## config.mk

```make
export PLATFORM = sky130hd
export DESIGN_NAME = button_cmd_arbiter
export DESIGN_NICKNAME = d
export VERILOG_FILES = /design/src/rtl/button_cmd_arbiter.sv
export SDC_FILE = /design/constraint.sdc
export NUM_CORES = 1
export LEC_CHECK = 0
export CORE_MARGIN = 4
export CORE_UTILIZATION = 70
export CTS_BUF_LIST = sky130_fd_sc_hd__clkbuf_4 sky130_fd_sc_hd__clkbuf_8
export CTS_CLUSTER_DIAMETER = 60
export DETAILED_ROUTE_END_ITERATION = 16
export GPL_TIMING_DRIVEN = 0
export PLACE_DENSITY = 0.88
export SYNTH_ARGS = -nofsm -noshare
export SYNTH_HDL_FRONTEND = slang
export SYNTH_SLANG_ARGS = --single-unit
export TNS_END_PERCENT = 20
```

## constraint.sdc

```tcl
create_clock -name clk -period 5.1 [get_ports clk]
set_input_delay 1.53 -clock clk [delete_from_list [all_inputs] [get_ports clk]]
set_output_delay 1.53 -clock clk [all_outputs]
set_load 0.01 [all_outputs]
```

## src/rtl/button_cmd_arbiter.sv

```systemverilog
// Purpose : synchronise/debounce N_BTN buttons, generate press and hold-to-repeat events, round-robin them onto one command stream.
// Latency : debounced level rises at edge E -> event pending at E+1 -> cmd_valid at E+2 (idle arbiter).
// Backpress: cmd_valid & !cmd_ready holds cmd_id/cmd_repeat and stops grants; one event per button queues, further ones pulse ovf.
//
// Ports:
//   clk        system clock, rising edge
//   rst_n      asynchronous active-low reset
//   btn_in     raw asynchronous button levels (1 = pressed)
//   cmd_ready  consumer ready; command accepted on cmd_valid & cmd_ready
//   cmd_valid  command available
//   cmd_id     index of the button that produced the command
//   cmd_repeat 0 = initial press, 1 = auto-repeat
//   btn_level  debounced button levels
//   ovf        one-cycle pulse per button when an event was dropped
module button_cmd_arbiter #(
  parameter int N_BTN         = 4,
  parameter int DEB_CYCLES    = 50000,
  parameter int HOLD_CYCLES   = 25000000,
  parameter int REPEAT_CYCLES = 5000000,
  parameter int CNT_W         = 25,
  parameter int ID_W          = 2
) (
  input  logic             clk,
  input  logic             rst_n,
  input  logic [N_BTN-1:0] btn_in,
  input  logic             cmd_ready,
  output logic             cmd_valid,
  output logic [ID_W-1:0]  cmd_id,
  output logic             cmd_repeat,
  output logic [N_BTN-1:0] btn_level,
  output logic [N_BTN-1:0] ovf
);

  localparam logic [CNT_W-1:0] DEB_MAX  = CNT_W'(DEB_CYCLES - 1);
  localparam logic [CNT_W-1:0] HOLD_MAX = CNT_W'(HOLD_CYCLES - 1);
  localparam logic [CNT_W-1:0] RPT_MAX  = CNT_W'(REPEAT_CYCLES - 1);
  localparam logic [ID_W-1:0]  LAST_ID  = ID_W'(N_BTN - 1);

  typedef enum logic [1:0] {
    ST_IDLE   = 2'd0,
    ST_HOLD   = 2'd1,
    ST_REPEAT = 2'd2
  } rpt_st_e;

  // Synchroniser and debounce state
  logic [N_BTN-1:0] sync1_q, sync2_q;
  logic [CNT_W-1:0] deb_cnt_q [N_BTN];
  logic [CNT_W-1:0] deb_cnt_d [N_BTN];
  logic [N_BTN-1:0] level_q, level_d;

  // Repeat FSM state
  rpt_st_e          st_q  [N_BTN];
  rpt_st_e          st_d  [N_BTN];
  logic [CNT_W-1:0] tmr_q [N_BTN];
  logic [CNT_W-1:0] tmr_d [N_BTN];
  logic [N_BTN-1:0] post, post_rep;

  // Pending events and arbiter/output register
  logic [N_BTN-1:0] pend_q, pend_d, prep_q, prep_d;
  logic [N_BTN-1:0] grant, ovf_d, ovf_q, post_keep;
  logic             arb_load, arb_found;
  logic             cmd_valid_q, cmd_valid_d;
  logic             cmd_rep_q, cmd_rep_d;
  logic [ID_W-1:0]  cmd_id_q, cmd_id_d;
  logic [ID_W-1:0]  last_grant_q, last_grant_d;

  // Debounce: count consecutive cycles the synchronised input disagrees
  // with the accepted level; accept the new level after DEB_CYCLES of them.
  always_comb begin
    level_d = level_q;
    for (int i = 0; i < N_BTN; i++) begin
      deb_cnt_d[i] = '0;
      if (sync2_q[i] != level_q[i]) begin
        if (deb_cnt_q[i] == DEB_MAX) begin
          level_d[i] = ~level_q[i];
        end else begin
          deb_cnt_d[i] = deb_cnt_q[i] + 1'b1;
        end
      end
    end
  end

  // Repeat FSM. Being in IDLE with the level high can only mean the level
  // just rose, so that is the press event. Release beats timer expiry.
  always_comb begin
    post     = '0;
    post_rep = '0;
    for (int i = 0; i < N_BTN; i++) begin
      st_d[i]  = st_q[i];
      tmr_d[i] = tmr_q[i];
      case (st_q[i])
        ST_IDLE: begin
          if (level_q[i]) begin
            st_d[i]  = ST_HOLD;
            tmr_d[i] = '0;
            post[i]  = 1'b1;
          end
        end
        ST_HOLD: begin
          if (!level_q[i]) begin
            st_d[i] = ST_IDLE;
          end else if (tmr_q[i] == HOLD_MAX) begin
            st_d[i]     = ST_REPEAT;
            tmr_d[i]    = '0;
            post[i]     = 1'b1;
            post_rep[i] = 1'b1;
          end else begin
            tmr_d[i] = tmr_q[i] + 1'b1;
          end
        end
        ST_REPEAT: begin
          if (!level_q[i]) begin
            st_d[i] = ST_IDLE;
          end else if (tmr_q[i] == RPT_MAX) begin
            tmr_d[i]    = '0;
            post[i]     = 1'b1;
            post_rep[i] = 1'b1;
          end else begin
            tmr_d[i] = tmr_q[i] + 1'b1;
          end
        end
        default: begin
          st_d[i]  = ST_IDLE;
          tmr_d[i] = '0;
        end
      endcase
    end
  end

  // Round-robin: first look above last_grant, then wrap from button 0.
  always_comb begin
    arb_load     = !cmd_valid_q || cmd_ready;
    arb_found    = 1'b0;
    grant        = '0;
    cmd_valid_d  = cmd_valid_q;
    cmd_id_d     = cmd_id_q;
    cmd_rep_d    = cmd_rep_q;
    last_grant_d = last_grant_q;
    if (arb_load) begin
      cmd_valid_d = 1'b0;
      for (int i = 0; i < N_BTN; i++) begin
        if (!arb_found && pend_q[i] && (ID_W'(i) > last_grant_q)) begin
          arb_found    = 1'b1;
          grant[i]     = 1'b1;
          cmd_valid_d  = 1'b1;
          cmd_id_d     = ID_W'(i);
          cmd_rep_d    = prep_q[i];
          last_grant_d = ID_W'(i);
        end
      end
      for (int i = 0; i < N_BTN; i++) begin
        if (!arb_found && pend_q[i]) begin
          arb_found    = 1'b1;
          grant[i]     = 1'b1;
          cmd_valid_d  = 1'b1;
          cmd_id_d     = ID_W'(i);
          cmd_rep_d    = prep_q[i];
          last_grant_d = ID_W'(i);
        end
      end
    end
  end

  // A new event overwrites the slot unless the slot is occupied and not
  // being drained this cycle; in that case the event is lost and flagged.
  always_comb begin
    ovf_d     = post & pend_q & ~grant;
    post_keep = post & ~ovf_d;
    pend_d    = (pend_q & ~grant) | post;
    prep_d    = (prep_q & ~post_keep) | (post_rep & post_keep);
  end

  always_ff @(posedge clk or negedge rst_n) begin
    if (!rst_n) begin
      sync1_q      <= '0;
      sync2_q      <= '0;
      level_q      <= '0;
      pend_q       <= '0;
      prep_q       <= '0;
      ovf_q        <= '0;
      cmd_valid_q  <= 1'b0;
      cmd_id_q     <= '0;
      cmd_rep_q    <= 1'b0;
      last_grant_q <= LAST_ID;
      for (int i = 0; i < N_BTN; i++) begin
        deb_cnt_q[i] <= '0;
        st_q[i]      <= ST_IDLE;
        tmr_q[i]     <= '0;
      end
    end else begin
      sync1_q      <= btn_in;
      sync2_q      <= sync1_q;
      level_q      <= level_d;
      pend_q       <= pend_d;
      prep_q       <= prep_d;
      ovf_q        <= ovf_d;
      cmd_valid_q  <= cmd_valid_d;
      cmd_id_q     <= cmd_id_d;
      cmd_rep_q    <= cmd_rep_d;
      last_grant_q <= last_grant_d;
      for (int i = 0; i < N_BTN; i++) begin
        deb_cnt_q[i] <= deb_cnt_d[i];
        st_q[i]      <= st_d[i];
        tmr_q[i]     <= tmr_d[i];
      end
    end
  end

  assign cmd_valid  = cmd_valid_q;
  assign cmd_id     = cmd_id_q;
  assign cmd_repeat = cmd_rep_q;
  assign btn_level  = level_q;
  assign ovf        = ovf_q;

endmodule

```

==> results.toml, run 1 <==
[floorplanning]
core_sq_um = 17240
die_h_um = 140.4
io_pins = 19
floorplan.die_area_sq_um = 19720
num_rows = 48
die_x_um = 140.4
start_util_pct = 71.24

[critical_path]
worst_ep_arrival_time_ns = 1.62
critical_path.cell_chain = "clkdlybuf4s50_1"
path_max_fanout = 7
cpPeakStageDelay_ns = 0.61
cp-end-kind = "output pin"
worstPathRequired_ns = 3.57
cp_num_buf_inv = 1
crit_slowest_cell = "clkdlybuf4s50_1"
cp-start-kind = "flip-flop"
cpLargestDelayFamily = "buffers and inverters"
path_class = "flip-flop to output pin"

[cts]
clk_latency_ns = 0.55
cts.clk_slew.worst_paths_ns = 0.06
post_cts_buffers = 0
cts_tree = "yes"
cts_buffers = 40
clkSinkCount = 238
h-tree-depth = 2
post_cts_resized = 0
cts_root_buffer = "clkbuf_8"
cts_hold_buf = 0
ctsLongestPathBuffers = 3

[sta]
period_minus_slack_ns = 3.155
skew_ns = 0.01906
final-setup-viol-count = 0
worstMarginPinSlew_ns = 0.7311
fin_worst_hold_slack_ns = 0.3488
rsz0062_at_grt = "false"
max_freq_mhz = 317.0
slew_viol_final = 0
hold_viol_final = 0
slew_headroom_pct = 50.81
layout_worst_path_cycle_share_pct = 61.86

[global_route]
grt_start_max_net_pins = 107
overflow = 0
antenna_found_initial = 0
grt_pass1_wl_um = 43490
first_global_vias = 9639
grtUsageTotal_pct = 25.76

[synth]
synth_cell_types = 63
yosysSeqAreaShare_pct = 48.52
syn_area_sq_um = 12280
syn_avg_cell_area_sq_um = 9.302
yosys_most_used_dff = "dfrtp_1"
synthArstFlopShare_pct = 100.0
syn_nets = 1351
synth_edf_count = 0
synth_warnings = 0
syn_inst = 1320
synth-seq-cells = 238

[layout]
final_cell_mix = "nor2_1, dfrtp_1, nand2_1, xor2_1, nand3_1"
nNetsFinal = 1413
layout-drive-gt1-share_pct = 7.654
postLayoutCoreUtil_pct = 79.33
diodes = 0
syn2layout_area_growth_pct = 11.36
final_common_cell = "nor2_1"

[placement]
gp_congestion = 0.9056
post-dp-hpwl_um = 16180
port_buffers = 18

[detailed_routing]
routed_wl_um = 24650
via_per_inst = 5.938
num_vias = 9714
drcViolationCount = 0
first_pass_iters = 5
drt_iter0_drc = 733
final_antenna_net_count = 0
routedWlPerCell_um = 15.06

[job]
max_cap_viol_count = 0

[power_and_ir_drop]
leakage_nw = 5.974
irDropWorstVdd_uv = 262.4
power_per_cell_area_nw_per_um2 = 285.8

[worst_hold_path]
worst_hold_path_type = "flip-flop to flip-flop"

[run_status]
status = "complete, no violations"
==> flip-flops by register name, indices dropped and copies added (netlist names), 4 cells and up, named ones only <==
register,cells
deb_cnt_q,100
tmr_q,100
st_q,8
btn_level,4
ovf,4
pend_q,4
sync1_q,4
sync2_q,4
==> per-layer routing <==
layer / wire length (um) / track usage, % / vias to the layer above
li1: - / - / 4685
met5: 0 / 0 / -
met2: 11980 / 42.14 / 260
met1: 10810 / 35.02 / 4722
met3: 1348 / 4.780 / 47
met4: 508 / 8.720 / 0
==> cells in the mapped netlist, types with 2 or more instances <==
cell type | count | share of area (%)
a21o_1 | 4 | 0.24
a21oi_1 | 21 | 0.86
a22o_1 | 7 | 0.50
a31oi_1 | 3 | 0.15
and2_1 | 7 | 0.36
and3_1 | 36 | 1.8
and4_1 | 21 | 1.5
buf_2 | 6 | 0.24
clkbuf_1 | 24 | 0.73
dfrtp_1 | 236 | 48
dfstp_2 | 2 | 0.43
ha_1 | 24 | 2.4
inv_1 | 31 | 0.95
mux2_2 | 5 | 0.46
mux2i_1 | 2 | 0.16
nand2_1 | 127 | 3.9
nand2b_1 | 16 | 0.82
nand3_1 | 84 | 3.4
nand4_1 | 43 | 2.2
nor2_1 | 253 | 7.7
nor2_2 | 4 | 0.20
nor2b_1 | 11 | 0.56
nor3_1 | 26 | 1.1
nor3b_1 | 6 | 0.37
nor4_1 | 27 | 1.4
nor4bb_1 | 4 | 0.33
o2111a_1 | 2 | 0.18
o2111ai_1 | 2 | 0.14
o211ai_1 | 5 | 0.31
o21ai_0 | 43 | 1.8
o21bai_1 | 3 | 0.18
o22a_1 | 5 | 0.36
o22ai_1 | 8 | 0.41
o2bb2ai_1 | 7 | 0.50
o311ai_0 | 4 | 0.29
o31ai_1 | 2 | 0.12
or2_2 | 6 | 0.31
or3_1 | 9 | 0.46
or4_1 | 7 | 0.43
xnor2_1 | 73 | 5.2
xor2_1 | 92 | 6.6
==> report_power, final <==
group | switching, mW | leakage (nW) | internal (mW)
combinational | 0.0962 | 2.25 | 0.0532
clock | 0.777 | 0.462 | 1.04
sequential | 0.0192 | 3.26 | 1.92
total | 0.893 | 5.97 | 3.01
==> cells by family (layout without fill, tap and decap cells) <==
| family | Yosys count | in the layout | synth area share, % |
|---|---|---|---|
| muxes | 7 | 7 | 0.6215 |
| and+or+nand+nor | 698 | 698 | 27.87 |
| DFF | 238 | 238 | 48.52 |
| xor gates and xnor gates | 165 | 165 | 11.77 |
| adders and majority gates | 24 | 24 | 2.446 |
| AOI/OAI and AO/OA | 126 | 126 | 6.786 |
| buffers and inverters | 62 | 153 | 1.987 |
==> cell type report <==
type / count / area, sq um
fill: 1093 / 3562
inverter: 31 / 116.4
timing repair buffer: 20 / 240.2
buffer: 31 / 127.6
clock inverter: 11 / 85.08
clock buffer: 60 / 788.3
sequential: 238 / 5958
multi-input combinational: 1020 / 6077
tap: 225 / 281.5
==> path summary, 6_finish.rpt <==
kind,start,endpoint,slack (ns),cells past startpoint
max in group asynchronous,rst_n,tmr_q[17],3.42,2
worst min-delay path,sync1_q[3],sync2_q[3],0.35,0
worst max register to register,tmr_q[0],tmr_q[17],2.29,8
worst min register to register,sync1_q[3],sync2_q[3],0.35,0
worst max-delay path,btn_level[0],btn_level[0],1.95,1
min in group asynchronous,rst_n,tmr_q[50],0.87,1
==> through the flow <==
step                      instances  total power, mW  instance area, sq um   TNS, ns  setup WS (ns)
after global placement         1563            2.115                 12740  -1706.12         -7.216
final                          1636            3.907                 13670         0          1.945
after floorplan                1320            2.039                 12280         0          2.549
after global routing           1636            4.069                 13670         0          1.876
after CTS                      1636            3.948                 13670         0          1.910
after detailed placement       1565            2.124                 12800         0          1.695
Power figures use the tool's default switching activity.
==> inputs of run 2 (changes only) <==
--- a/config.mk
+++ b/config.mk
@@ -6,12 +6,12 @@
 export NUM_CORES = 1
 export LEC_CHECK = 0
 export CORE_MARGIN = 4
-export CORE_UTILIZATION = 70
+export CORE_UTILIZATION = 65
 export CTS_BUF_LIST = sky130_fd_sc_hd__clkbuf_4 sky130_fd_sc_hd__clkbuf_8
 export CTS_CLUSTER_DIAMETER = 60
 export DETAILED_ROUTE_END_ITERATION = 16
 export GPL_TIMING_DRIVEN = 0
-export PLACE_DENSITY = 0.88
+export PLACE_DENSITY = 0.82
 export SYNTH_ARGS = -nofsm -noshare
 export SYNTH_HDL_FRONTEND = slang
 export SYNTH_SLANG_ARGS = --single-unit
==> constraint.sdc (replaced) <==
create_clock -name clk -period 3.1 [get_ports clk]
set_input_delay 0.93 -clock clk [delete_from_list [all_inputs] [get_ports clk]]
set_output_delay 0.93 -clock clk [all_outputs]
set_load 0.01 [all_outputs]
==> results.toml, run 2 (synthesized netlist as in run 1, its figures left out) <==
[critical_path]
reg2reg_depth = 8
path_max_fanout = 10
r2r_start = "tmr_q[25]"
critical_path.cell_chain = "ha_1 > and4_1 > nand4_1 > nor4_1 > o22ai_1 > nor2_2 > buf_2 > nor2_1"
cp-end-kind = "flip-flop"
cp-start-kind = "flip-flop"
rrSetupSlack_ns = 0.42
cpPeakStageDelay_ns = 0.53
worst_ep_arrival_time_ns = 3.08
path_class = "flip-flop to flip-flop"
r2r_end = "tmr_q[44]"
worstPathRequired_ns = 3.50
crit_slowest_cell = "nor4_1"

[layout]
nFillCells = 1397
syn2layout_area_growth_pct = 10.80
nNetsFinal = 1414
final_common_cell = "nor2_1"
final_cell_mix = "nor2_1, dfrtp_1, nand2_1, xor2_1, nand3_1"
postLayoutCoreUtil_pct = 72.98
layout-drive-gt1-share_pct = 7.392
diodes = 0
largestRegisters = "deb_cnt_q x100, tmr_q x100, st_q x8"

[power_and_ir_drop]
swShare_pct = 22.65
seqPwrFrac_pct = 51.3
p_clk_share_pct = 44.8
leakage_nw = 5.944
internal-power_mw = 4.824
irDropWorstVdd_uv = 365.4
power_frac_comb_pct = 3.9
switchingPower_mw = 1.413
power_per_cell_area_nw_per_um2 = 458.4

[global_route]
antenna_found_initial = 0
overflow = 0
grt_pass1_wl_um = 41850
grt_start_max_net_pins = 99
first_global_vias = 9455
grtUsageTotal_pct = 22.78

[placement]
post-dp-hpwl_um = 16260
gp_congestion = 0.8771
port_buffers = 18

[detailed_routing]
drt_iter0_drc = 642
drcViolationCount = 0
routed_wl_um = 23890
first_pass_iters = 5
routedWlPerCell_um = 14.56
final_antenna_net_count = 0
num_vias = 9490
via_per_inst = 5.783

[cts]
cts_root_buffer = "clkbuf_8"
clkSinkCount = 238
cts_buffers = 41
cts_hold_buf = 0
post_cts_resized = 0
h-tree-depth = 2
cts.clk_slew.worst_paths_ns = 0.06
cts_tree = "yes"
ctsLongestPathBuffers = 3
post_cts_buffers = 0
clk_latency_ns = 0.52

[floorplanning]
io_pins = 19
start_util_pct = 65.87
die_h_um = 145.4
die_x_um = 145.4
core_sq_um = 18640
num_rows = 50
floorplan.die_area_sq_um = 21150

[worst_hold_path]
worst_hold_path_type = "input port to async pin"

[sta]
skew_ns = 0.01277
worstMarginPinSlew_ns = 0.8217
slew_headroom_pct = 44.71
fin_tns_setup_ns = 0
period_minus_slack_ns = 2.677
rsz0062_at_grt = "false"
hold_viol_final = 0
layout_worst_path_cycle_share_pct = 86.35
slew_viol_final = 0
final-setup-viol-count = 0
max_freq_mhz = 373.6

[run_status]
status = "complete, no violations"

[job]
max_cap_viol_count = 0
==> run 2: cell types whose count changed in the layout (fill, tap and decap cells not counted), sizes merged <==
cell	change
clkinvlp	-2
clkbuf	-2
==> run 2: cell type report <==
type / count / area [sq um] / area share (%)
multi-input cells: 1020 / 6077 / 44.67
flip-flops and latches: 238 / 5958 / 43.79
clock buffers: 58 / 723.2 / 5.315
well taps: 234 / 292.8 / 2.152
repair buffers: 20 / 240.2 / 1.766
plain buffers: 31 / 127.6 / 0.9380
inverters: 31 / 116.4 / 0.8553
clock inverters: 9 / 70.07 / 0.5150
==> run 2: how the worst max path moves through the flow <==
| stage | startpoint | to |
|---|---|---|
| floorplan | st_q[7] | tmr_q[98] |
| global placement | rst_n | deb_cnt_q[10] |
| detailed placement | cmd_ready | flip-flop |
| CTS | st_q[7] | tmr_q[98] |
| global route | tmr_q[0] | tmr_q[20] |
| finish | tmr_q[25] | tmr_q[44] |
==> run 2: layer usage <==
metal / vias up / global-route usage, % / share of wire (%) / wire length [um]
met5: - / 0 / 0 / 0
met4: 0 / 6.838 / 2.0 / 486
met3: 43 / 3.706 / 3.4 / 801
met2: 149 / 38.30 / 48 / 11420
met1: 4607 / 30.82 / 47 / 11190
li1: 4691 / - / - / -
==> run 2: stage by stage <==
step                instance area (sq um)  instances  hold slack [ns]  setup WS [ns]  power, mW
global route                        13610       1641           0.3190         0.1787      6.478
finish                              13610       1641           0.3033         0.4231      6.237
floorplan                           12280       1320           0.3312         0.6698      3.354
detailed placement                  12810       1574           0.3347         0.3422      3.500
global placement                    12750       1572           0.3341         -8.797      3.485
CTS                                 13610       1641           0.3050         0.4603      6.304
==> run 2: worst max-delay path, delay by kind of cell, from the launching register on <==
kind	cells	cell delay [ns]
compound gates	1	0.35
simple gates	5	1.33
fa+ha+maj	1	0.21
flops	1	0.40
buf+inv	1	0.26
==> run 2: power groups by stage <==
| stage | sequential (mW) | combinational (mW) | clock [mW] |
|---|---|---|---|
| after floorplan | 3.25 | 0.107 | 0 |
| after global placement | 3.25 | 0.233 | 0 |
| after detailed placement | 3.25 | 0.250 | 0 |
| after CTS | 3.20 | 0.250 | 2.86 |
| after global routing | 3.20 | 0.279 | 3.00 |
| final | 3.20 | 0.245 | 2.80 |
